File: src/rtl/uart_frame_deframer_if.sv
// uart_frame_deframer_if: byte stream from uart_rx into the deframer, and the
// published frame / status signals coming back out of it.
interface uart_frame_deframer_if #(
    parameter int MAX_LEN = 32
);
    logic [7:0]           rx_data;
    logic                 rx_vld;
    logic [MAX_LEN*8-1:0] frame_data;
    logic [7:0]           frame_len;
    logic                 frame_vld;
    logic                 frame_err;
    logic [1:0]           err_code;
    logic                 rx_busy;

    // Byte source (uart_rx side) and consumer of the parsed frames.
    modport master (
        output rx_data, rx_vld,
        input  frame_data, frame_len, frame_vld, frame_err, err_code, rx_busy
    );

    // Deframer side.
    modport slave (
        input  rx_data, rx_vld,
        output frame_data, frame_len, frame_vld, frame_err, err_code, rx_busy
    );
endinterface

File: src/rtl/uart_frame_deframer.sv
// uart_frame_deframer: parses the "&&payload&&" UART string protocol.
// Strips the delimiters, collects the payload in a working buffer and publishes
// it (double-buffered) with its length, or pulses frame_err with a reason code.
// Optional feature macro: UART_FRAME_CKSUM_EN -- the last payload byte is an XOR
// checksum of the preceding bytes; it is verified and stripped at frame end.
module uart_frame_deframer #(
    parameter int MAX_LEN     = 32,
    parameter int TIMEOUT_CYC = 2_000_000
) (
    input  logic                 sys_clk,
    input  logic                 sys_rst_n,
    uart_frame_deframer_if.slave bus
);

    localparam logic [7:0]    DELIM    = 8'h26;
    localparam int            TW       = $clog2(TIMEOUT_CYC + 1);
    localparam logic [TW-1:0] TMO_LAST = TW'(TIMEOUT_CYC - 1);
    localparam logic [1:0]    ERR_OVF  = 2'd1;
    localparam logic [1:0]    ERR_TMO  = 2'd2;
`ifdef UART_FRAME_CKSUM_EN
    localparam logic [1:0]    ERR_CKS  = 2'd3;
`endif

    typedef enum logic [2:0] {
        IDLE,
        HDR1,
        BODY,
        AMP,
        DONE,
        ERR
    } state_t;

    state_t               state;
    state_t               state_nxt;

    logic [7:0]           cnt;
    logic [7:0]           work_mem [MAX_LEN];
    logic [TW-1:0]        tmo_cnt;

    logic                 is_delim;
    logic                 in_frame;
    logic                 tmo_hit;
    logic                 clr_cnt;
    logic                 st_one;
    logic                 st_two;
    logic [1:0]           err_nxt;
    logic [7:0]           len_nxt;

    logic [MAX_LEN*8-1:0] frame_data_r;
    logic [7:0]           frame_len_r;
    logic                 frame_vld_r;
    logic                 frame_err_r;
    logic [1:0]           err_code_r;

    // True when storing 'add' more bytes would push the count past capacity.
    // Done in 9 bits so cnt never has to wrap to be compared.
    function automatic logic exceeds_cap(input logic [7:0] cur, input logic [1:0] add);
        return ({1'b0, cur} + {7'd0, add}) > 9'(MAX_LEN);
    endfunction

    assign is_delim = (bus.rx_data == DELIM);
    assign in_frame = (state == HDR1) || (state == BODY) || (state == AMP);
    // An incoming byte always takes priority over expiry in the same cycle,
    // which the FSM gets by testing rx_vld before tmo_hit.
    assign tmo_hit  = in_frame && (tmo_cnt == TMO_LAST);

`ifdef UART_FRAME_CKSUM_EN
    logic [7:0] cks_acc;
    logic       cks_ok;

    // XOR over every stored byte including the checksum is zero exactly when
    // the checksum matches; an empty frame has no checksum and is rejected.
    assign cks_ok  = (cks_acc == 8'd0) && (cnt != 8'd0);
    assign len_nxt = cnt - 8'd1;
`else
    assign len_nxt = cnt;
`endif

    // State register.
    always_ff @(posedge sys_clk or negedge sys_rst_n) begin
        if (!sys_rst_n) begin
            state <= IDLE;
        end else begin
            state <= state_nxt;
        end
    end

    // Next-state decode plus the store / clear / error strobes it implies.
    always_comb begin
        state_nxt = state;
        clr_cnt   = 1'b0;
        st_one    = 1'b0;
        st_two    = 1'b0;
        err_nxt   = 2'd0;
        case (state)
            IDLE: begin
                if (bus.rx_vld && is_delim) begin
                    state_nxt = HDR1;
                end
            end
            HDR1: begin
                if (bus.rx_vld) begin
                    if (is_delim) begin
                        state_nxt = BODY;
                        clr_cnt   = 1'b1;
                    end else begin
                        state_nxt = IDLE;
                    end
                end else if (tmo_hit) begin
                    state_nxt = ERR;
                    err_nxt   = ERR_TMO;
                end
            end
            BODY: begin
                if (bus.rx_vld) begin
                    if (is_delim) begin
                        state_nxt = AMP;
                    end else if (exceeds_cap(cnt, 2'd1)) begin
                        state_nxt = ERR;
                        err_nxt   = ERR_OVF;
                    end else begin
                        st_one = 1'b1;
                    end
                end else if (tmo_hit) begin
                    state_nxt = ERR;
                    err_nxt   = ERR_TMO;
                end
            end
            AMP: begin
                if (bus.rx_vld) begin
                    if (is_delim) begin
`ifdef UART_FRAME_CKSUM_EN
                        if (cks_ok) begin
                            state_nxt = DONE;
                        end else begin
                            state_nxt = ERR;
                            err_nxt   = ERR_CKS;
                        end
`else
                        state_nxt = DONE;
`endif
                    end else if (exceeds_cap(cnt, 2'd2)) begin
                        // A lone '&' was data: it and the following byte go in together.
                        state_nxt = ERR;
                        err_nxt   = ERR_OVF;
                    end else begin
                        st_two    = 1'b1;
                        state_nxt = BODY;
                    end
                end else if (tmo_hit) begin
                    state_nxt = ERR;
                    err_nxt   = ERR_TMO;
                end
            end
            DONE:    state_nxt = IDLE;
            ERR:     state_nxt = IDLE;
            default: state_nxt = IDLE;
        endcase
    end

    // Working buffer and byte count; a two-byte store writes '&' then the data byte.
    always_ff @(posedge sys_clk or negedge sys_rst_n) begin
        if (!sys_rst_n) begin
            cnt <= 8'd0;
            for (int k = 0; k < MAX_LEN; k++) begin
                work_mem[k] <= 8'd0;
            end
        end else begin
            if (clr_cnt) begin
                cnt <= 8'd0;
            end else if (st_one) begin
                cnt <= cnt + 8'd1;
            end else if (st_two) begin
                cnt <= cnt + 8'd2;
            end
            for (int k = 0; k < MAX_LEN; k++) begin
                if (st_one && (k == int'(cnt))) begin
                    work_mem[k] <= bus.rx_data;
                end
                if (st_two && (k == int'(cnt))) begin
                    work_mem[k] <= DELIM;
                end
                if (st_two && (k == int'(cnt) + 1)) begin
                    work_mem[k] <= bus.rx_data;
                end
            end
        end
    end

`ifdef UART_FRAME_CKSUM_EN
    // Running XOR of the payload bytes as they are stored.
    always_ff @(posedge sys_clk or negedge sys_rst_n) begin
        if (!sys_rst_n) begin
            cks_acc <= 8'd0;
        end else if (clr_cnt) begin
            cks_acc <= 8'd0;
        end else if (st_one) begin
            cks_acc <= cks_acc ^ bus.rx_data;
        end else if (st_two) begin
            cks_acc <= cks_acc ^ DELIM ^ bus.rx_data;
        end
    end
`endif

    // Inter-byte idle counter: counts cycles without rx_vld while inside a frame.
    always_ff @(posedge sys_clk or negedge sys_rst_n) begin
        if (!sys_rst_n) begin
            tmo_cnt <= '0;
        end else if (!in_frame || bus.rx_vld) begin
            tmo_cnt <= '0;
        end else begin
            tmo_cnt <= tmo_cnt + TW'(1);
        end
    end

    // Publish on the edge into DONE/ERR so each pulse coincides with the data it announces.
    always_ff @(posedge sys_clk or negedge sys_rst_n) begin
        if (!sys_rst_n) begin
            frame_data_r <= '0;
            frame_len_r  <= 8'd0;
            frame_vld_r  <= 1'b0;
            frame_err_r  <= 1'b0;
            err_code_r   <= 2'd0;
        end else begin
            frame_vld_r <= (state_nxt == DONE);
            frame_err_r <= (state_nxt == ERR);
            if (state_nxt == ERR) begin
                err_code_r <= err_nxt;
            end
            if (state_nxt == DONE) begin
                frame_len_r <= len_nxt;
                // Zero-fill above the length; this also clears a stripped checksum byte.
                for (int k = 0; k < MAX_LEN; k++) begin
                    frame_data_r[8*k +: 8] <= (k < int'(len_nxt)) ? work_mem[k] : 8'd0;
                end
            end
        end
    end

    assign bus.frame_data = frame_data_r;
    assign bus.frame_len  = frame_len_r;
    assign bus.frame_vld  = frame_vld_r;
    assign bus.frame_err  = frame_err_r;
    assign bus.err_code   = err_code_r;
    assign bus.rx_busy    = (state != IDLE);

endmodule

File: src/flat_wrapper.sv
// flat-port wrapper written by rule: the top's interface ports become plain ports
module uart_frame_deframer_flat 
#(
    parameter int MAX_LEN     = 32,
    parameter int TIMEOUT_CYC = 2_000_000
)
  (sys_clk, sys_rst_n, bus_rx_data, bus_rx_vld, bus_frame_data, bus_frame_len, bus_frame_vld, bus_frame_err, bus_err_code, bus_rx_busy);
  uart_frame_deframer_if #(.MAX_LEN(MAX_LEN)) bus_i ();
  input  logic sys_clk;
  input  logic sys_rst_n;
  input wire logic [$bits(bus_i.rx_data)-1:0] bus_rx_data;
  input wire logic [$bits(bus_i.rx_vld)-1:0] bus_rx_vld;
  output wire logic [$bits(bus_i.frame_data)-1:0] bus_frame_data;
  output wire logic [$bits(bus_i.frame_len)-1:0] bus_frame_len;
  output wire logic [$bits(bus_i.frame_vld)-1:0] bus_frame_vld;
  output wire logic [$bits(bus_i.frame_err)-1:0] bus_frame_err;
  output wire logic [$bits(bus_i.err_code)-1:0] bus_err_code;
  output wire logic [$bits(bus_i.rx_busy)-1:0] bus_rx_busy;
  assign bus_i.rx_data = bus_rx_data;
  assign bus_i.rx_vld = bus_rx_vld;
  assign bus_frame_data = bus_i.frame_data;
  assign bus_frame_len = bus_i.frame_len;
  assign bus_frame_vld = bus_i.frame_vld;
  assign bus_frame_err = bus_i.frame_err;
  assign bus_err_code = bus_i.err_code;
  assign bus_rx_busy = bus_i.rx_busy;
  uart_frame_deframer #(.MAX_LEN(MAX_LEN), .TIMEOUT_CYC(TIMEOUT_CYC)) u_core (.sys_clk(sys_clk), .sys_rst_n(sys_rst_n), .bus(bus_i));
endmodule
File: config.mk
export PLATFORM = sky130hd
export DESIGN_NAME = uart_frame_deframer_flat
export DESIGN_NICKNAME = d
export VERILOG_FILES = /design/src/rtl/uart_frame_deframer_if.sv /design/src/rtl/uart_frame_deframer.sv /design/src/flat_wrapper.sv
export SDC_FILE = /design/constraint.sdc
export NUM_CORES = 1
export LEC_CHECK = 0
export ABC_AREA = 1
export CAP_MARGIN = 0
export CORE_ASPECT_RATIO = 1.5
export CORE_MARGIN = 2
export CORE_UTILIZATION = 55
export CTS_BUF_LIST = sky130_fd_sc_hd__clkbuf_8
export CTS_CLUSTER_SIZE = 14
export DETAILED_ROUTE_END_ITERATION = 7
export PLACE_DENSITY_LB_ADDON = 0.15
export SYNTH_ARGS = -nofsm -noshare
export SYNTH_HDL_FRONTEND = slang
export SYNTH_SLANG_ARGS = --single-unit
File: constraint.sdc
create_clock -name sys_clk -period 7.72 [get_ports sys_clk]
set_input_delay 0.772 -clock sys_clk [delete_from_list [all_inputs] [get_ports sys_clk]]
set_output_delay 0.772 -clock sys_clk [all_outputs]
set_load 0.1 [all_outputs]
==> metrics.cfg <==
[cells_and_area]
area_growth_pct = 16.9
final_common_cell = nand2_1
instances_no_fill = 4350
final_cell_mix = nand2_1 (1,031), dfrtp_1 (556), inv_1 (378)
post-route-util_pct = 65.0
drive_gt1_share_pct = 7.12
nets = 3647
num-fill-cells = 4295

[sta]
fin_crit_sh_pct = 65.9
timing.final.ws_setup_ns = 2.64
post-route-min-period_ns = 5.08
finClkSkew_ns = 0.0225
drv_slew = 0
max_freq_ghz = 0.197
rsz0062_at_grt = no
relSlewSlack_pct = 22.5
hold_viol = 0
max_slew.worst_pin.slew_ns = 1.16
tns_ns = 0
setup_violations = 0

[grt]
antenna_found_initial = 1
grt_max_degree = 267
grt_overflow = 0
grt_pass1_vias = 23700
gr-usage-all-layers_pct = 31.4
grt_pass1_wl_um = 126000

[synthesis]
syn-num-nets = 3448
synth_area_um2 = 27000
ys.flop_type = dfrtp_1
synth_compound_area_share_pct = 4.99
synthAdderAreaFrac_pct = 0.371
yosysWarnings = 0
synth_area_leader_cell = dfrtp_1
ys_types = 43
synthCells = 3429
synth-xor-area-share_pct = 0.0974
synthSimpleGateAreaFrac_pct = 33.9
synth_edf_count = 0
synth_top_family_by_area = simple AND/OR/NAND/NOR gates
ys_ff_latch = 556
synth_top_area_share_pct = 51.6
synthArstFlopShare_pct = 100
synth_mux_area_share_pct = 0
synth_seq_area_share_pct = 51.6
synth.area.top_cells = dfrtp_1 (52%), nand2_1 (14%), nand4_1 (7.1%)
syn_avg_cell_area_um2 = 7.87

[power_and_ir_drop]
power_density_nw_per_um2 = 192
p_leak_nw = 16.4
ir_drop_v = 0.000188

[routing]
drtIter0Drc = 2116
avgViaCountPerCell = 5.56
drcViolationCount = 0
ant_nets = 0
wirelength_um = 79100
vias = 24200
firstDrtPassIters = 5
wl_per_cell_um = 18.2

[cts]
hold_buffers = 0
cts-root-buf = clkbuf_8
worstSkewPairLatency_ns = 0.68
ctsLongestPathBuffers = 3
clk_pin_slew_ns = 0.07
post_cts.repair.setup_buffers = 0
cts_htree_levels = 3
cts_made_buffers = 84
cts_resized = 0
cts_tree = yes
cts_sinks = 556

[floorplanning]
dieArea_um2 = 50900
die_h_um = 275
io_pins = 280
num_rows = 99
core_area_um2 = 48600
die_w_um = 185
initial_core_util_pct = 55.6

[run]
maxCapViolCount = 0

[placement]
dp.cells = 4198
io_buffers = 279
hpwl_um = 51700
gp_congestion = 0.953
place_ws_ns = 2.35

[critical_path]
critPathKind = flop to flop
cp.arrival_ns = 5.67
required_ns = 8.30
cp_max_fo = 99
endpoint_kind = flop
startpoint_type = flop

[hold_path]
holdCritPathClass = input port to async pin

[outcome]
outcome = finished, final reports clean

==> cell families (layout without fill, tap and decap cells) <==
| family | Yosys count | after routing |
|---|---|---|
| compound gates | 248 | 248 |
| xor+xnor | 3 | 3 |
| fa+ha+maj | 8 | 8 |
| buf+inv | 568 | 832 |
| flops | 556 | 556 |
| other cells | 0 | 1 |
| simple gates | 2046 | 2046 |
==> cell type report <==
cell class,instances,area (µm²),share of cell area (%)
multi-input cells,2305,10700,33.8
inverters,383,1440,4.56
diodes,1,2.50,0.00793
clock buffers,100,1380,4.36
flip-flops and latches,556,13900,44.1
well taps,656,821,2.60
clock inverters,51,385,1.22
repair buffers,298,2950,9.36
==> cell usage after synthesis (all sizes together), types with 6 or more instances <==
cell type	number
ha	8
nand2	1072
buf	121
clkinv	6
nand4	309
a21oi	60
inv	377
o21a	10
nand3	230
nor3	39
clkbuf	64
dfrtp	556
o21ai	169
nor2	390
==> final timing paths <==
| check | startpoint | to | slack (ns) | depth (start not counted) |
|---|---|---|---|---|
| hold reg to reg | u_core.tmo_cnt[0] | u_core.tmo_cnt[0] | 0.46 | 1 |
| hold / removal | sys_rst_n | u_core.bus.frame_data[196] | 0.19 | 1 |
| max in group asynchronous | sys_rst_n | u_core.bus.frame_data[112] | 5.89 | 2 |
| setup / recovery | u_core.cnt[0] | u_core.bus.frame_data[90] | 2.64 | 13 |
| min in group sys_clk | u_core.tmo_cnt[0] | u_core.tmo_cnt[0] | 0.46 | 1 |
| setup reg to reg | u_core.cnt[0] | u_core.bus.frame_data[90] | 2.64 | 13 |
==> critical path, cell delays in order (launching register included) <==
cell and delay [ns]:
dfrtp_1 0.68, ha_1 0.52, inv_1 0.40, nor2_1 0.24, nand2_1 0.23, nand4_2 0.21
nand2_1 0.06, nand2_1 0.11, nand2_4 0.52, nand3_4 0.34, buf_4 0.60, buf_4 0.73
nand2_1 0.14, nand2_1 0.11
==> routing by layer <==
metal | track usage [%] | wire [µm]
met5 | 0 | 0
met4 | 13.6 | 2990
met3 | 4.43 | 5240
met2 | 52.7 | 38800
met1 | 40.9 | 32000
==> flip-flops by register name, summed over array words and instances (netlist names) <==
name and flops:
u_core.bus.frame_len 8, u_core.tmo_cnt 21, u_core.state 3, u_core.bus.frame_vld 1, u_core.work_mem 256, u_core.bus.frame_data 256
u_core.bus.err_code 2, u_core.bus.frame_err 1, u_core.cnt 8
==> through the flow <==
stage / hold WS, ns / area, µm² / power (mW)
final: 0.194 / 31500 / 6.05
after global routing: 0.268 / 31500 / 6.25
after CTS: 0.241 / 31500 / 6.09
after detailed placement: 0.456 / 29800 / 3.55
after global placement: 0.446 / 29800 / 3.54
after floorplan: 0.433 / 27000 / 3.36
==> power breakdown <==
part / leakage, nW / switching (mW) / internal (mW)
clock: 1.00 / 1.20 / 1.36
sequential: 7.19 / 0.0256 / 2.95
combinational: 8.20 / 0.427 / 0.0875
(Power assumes the default switching activity.)
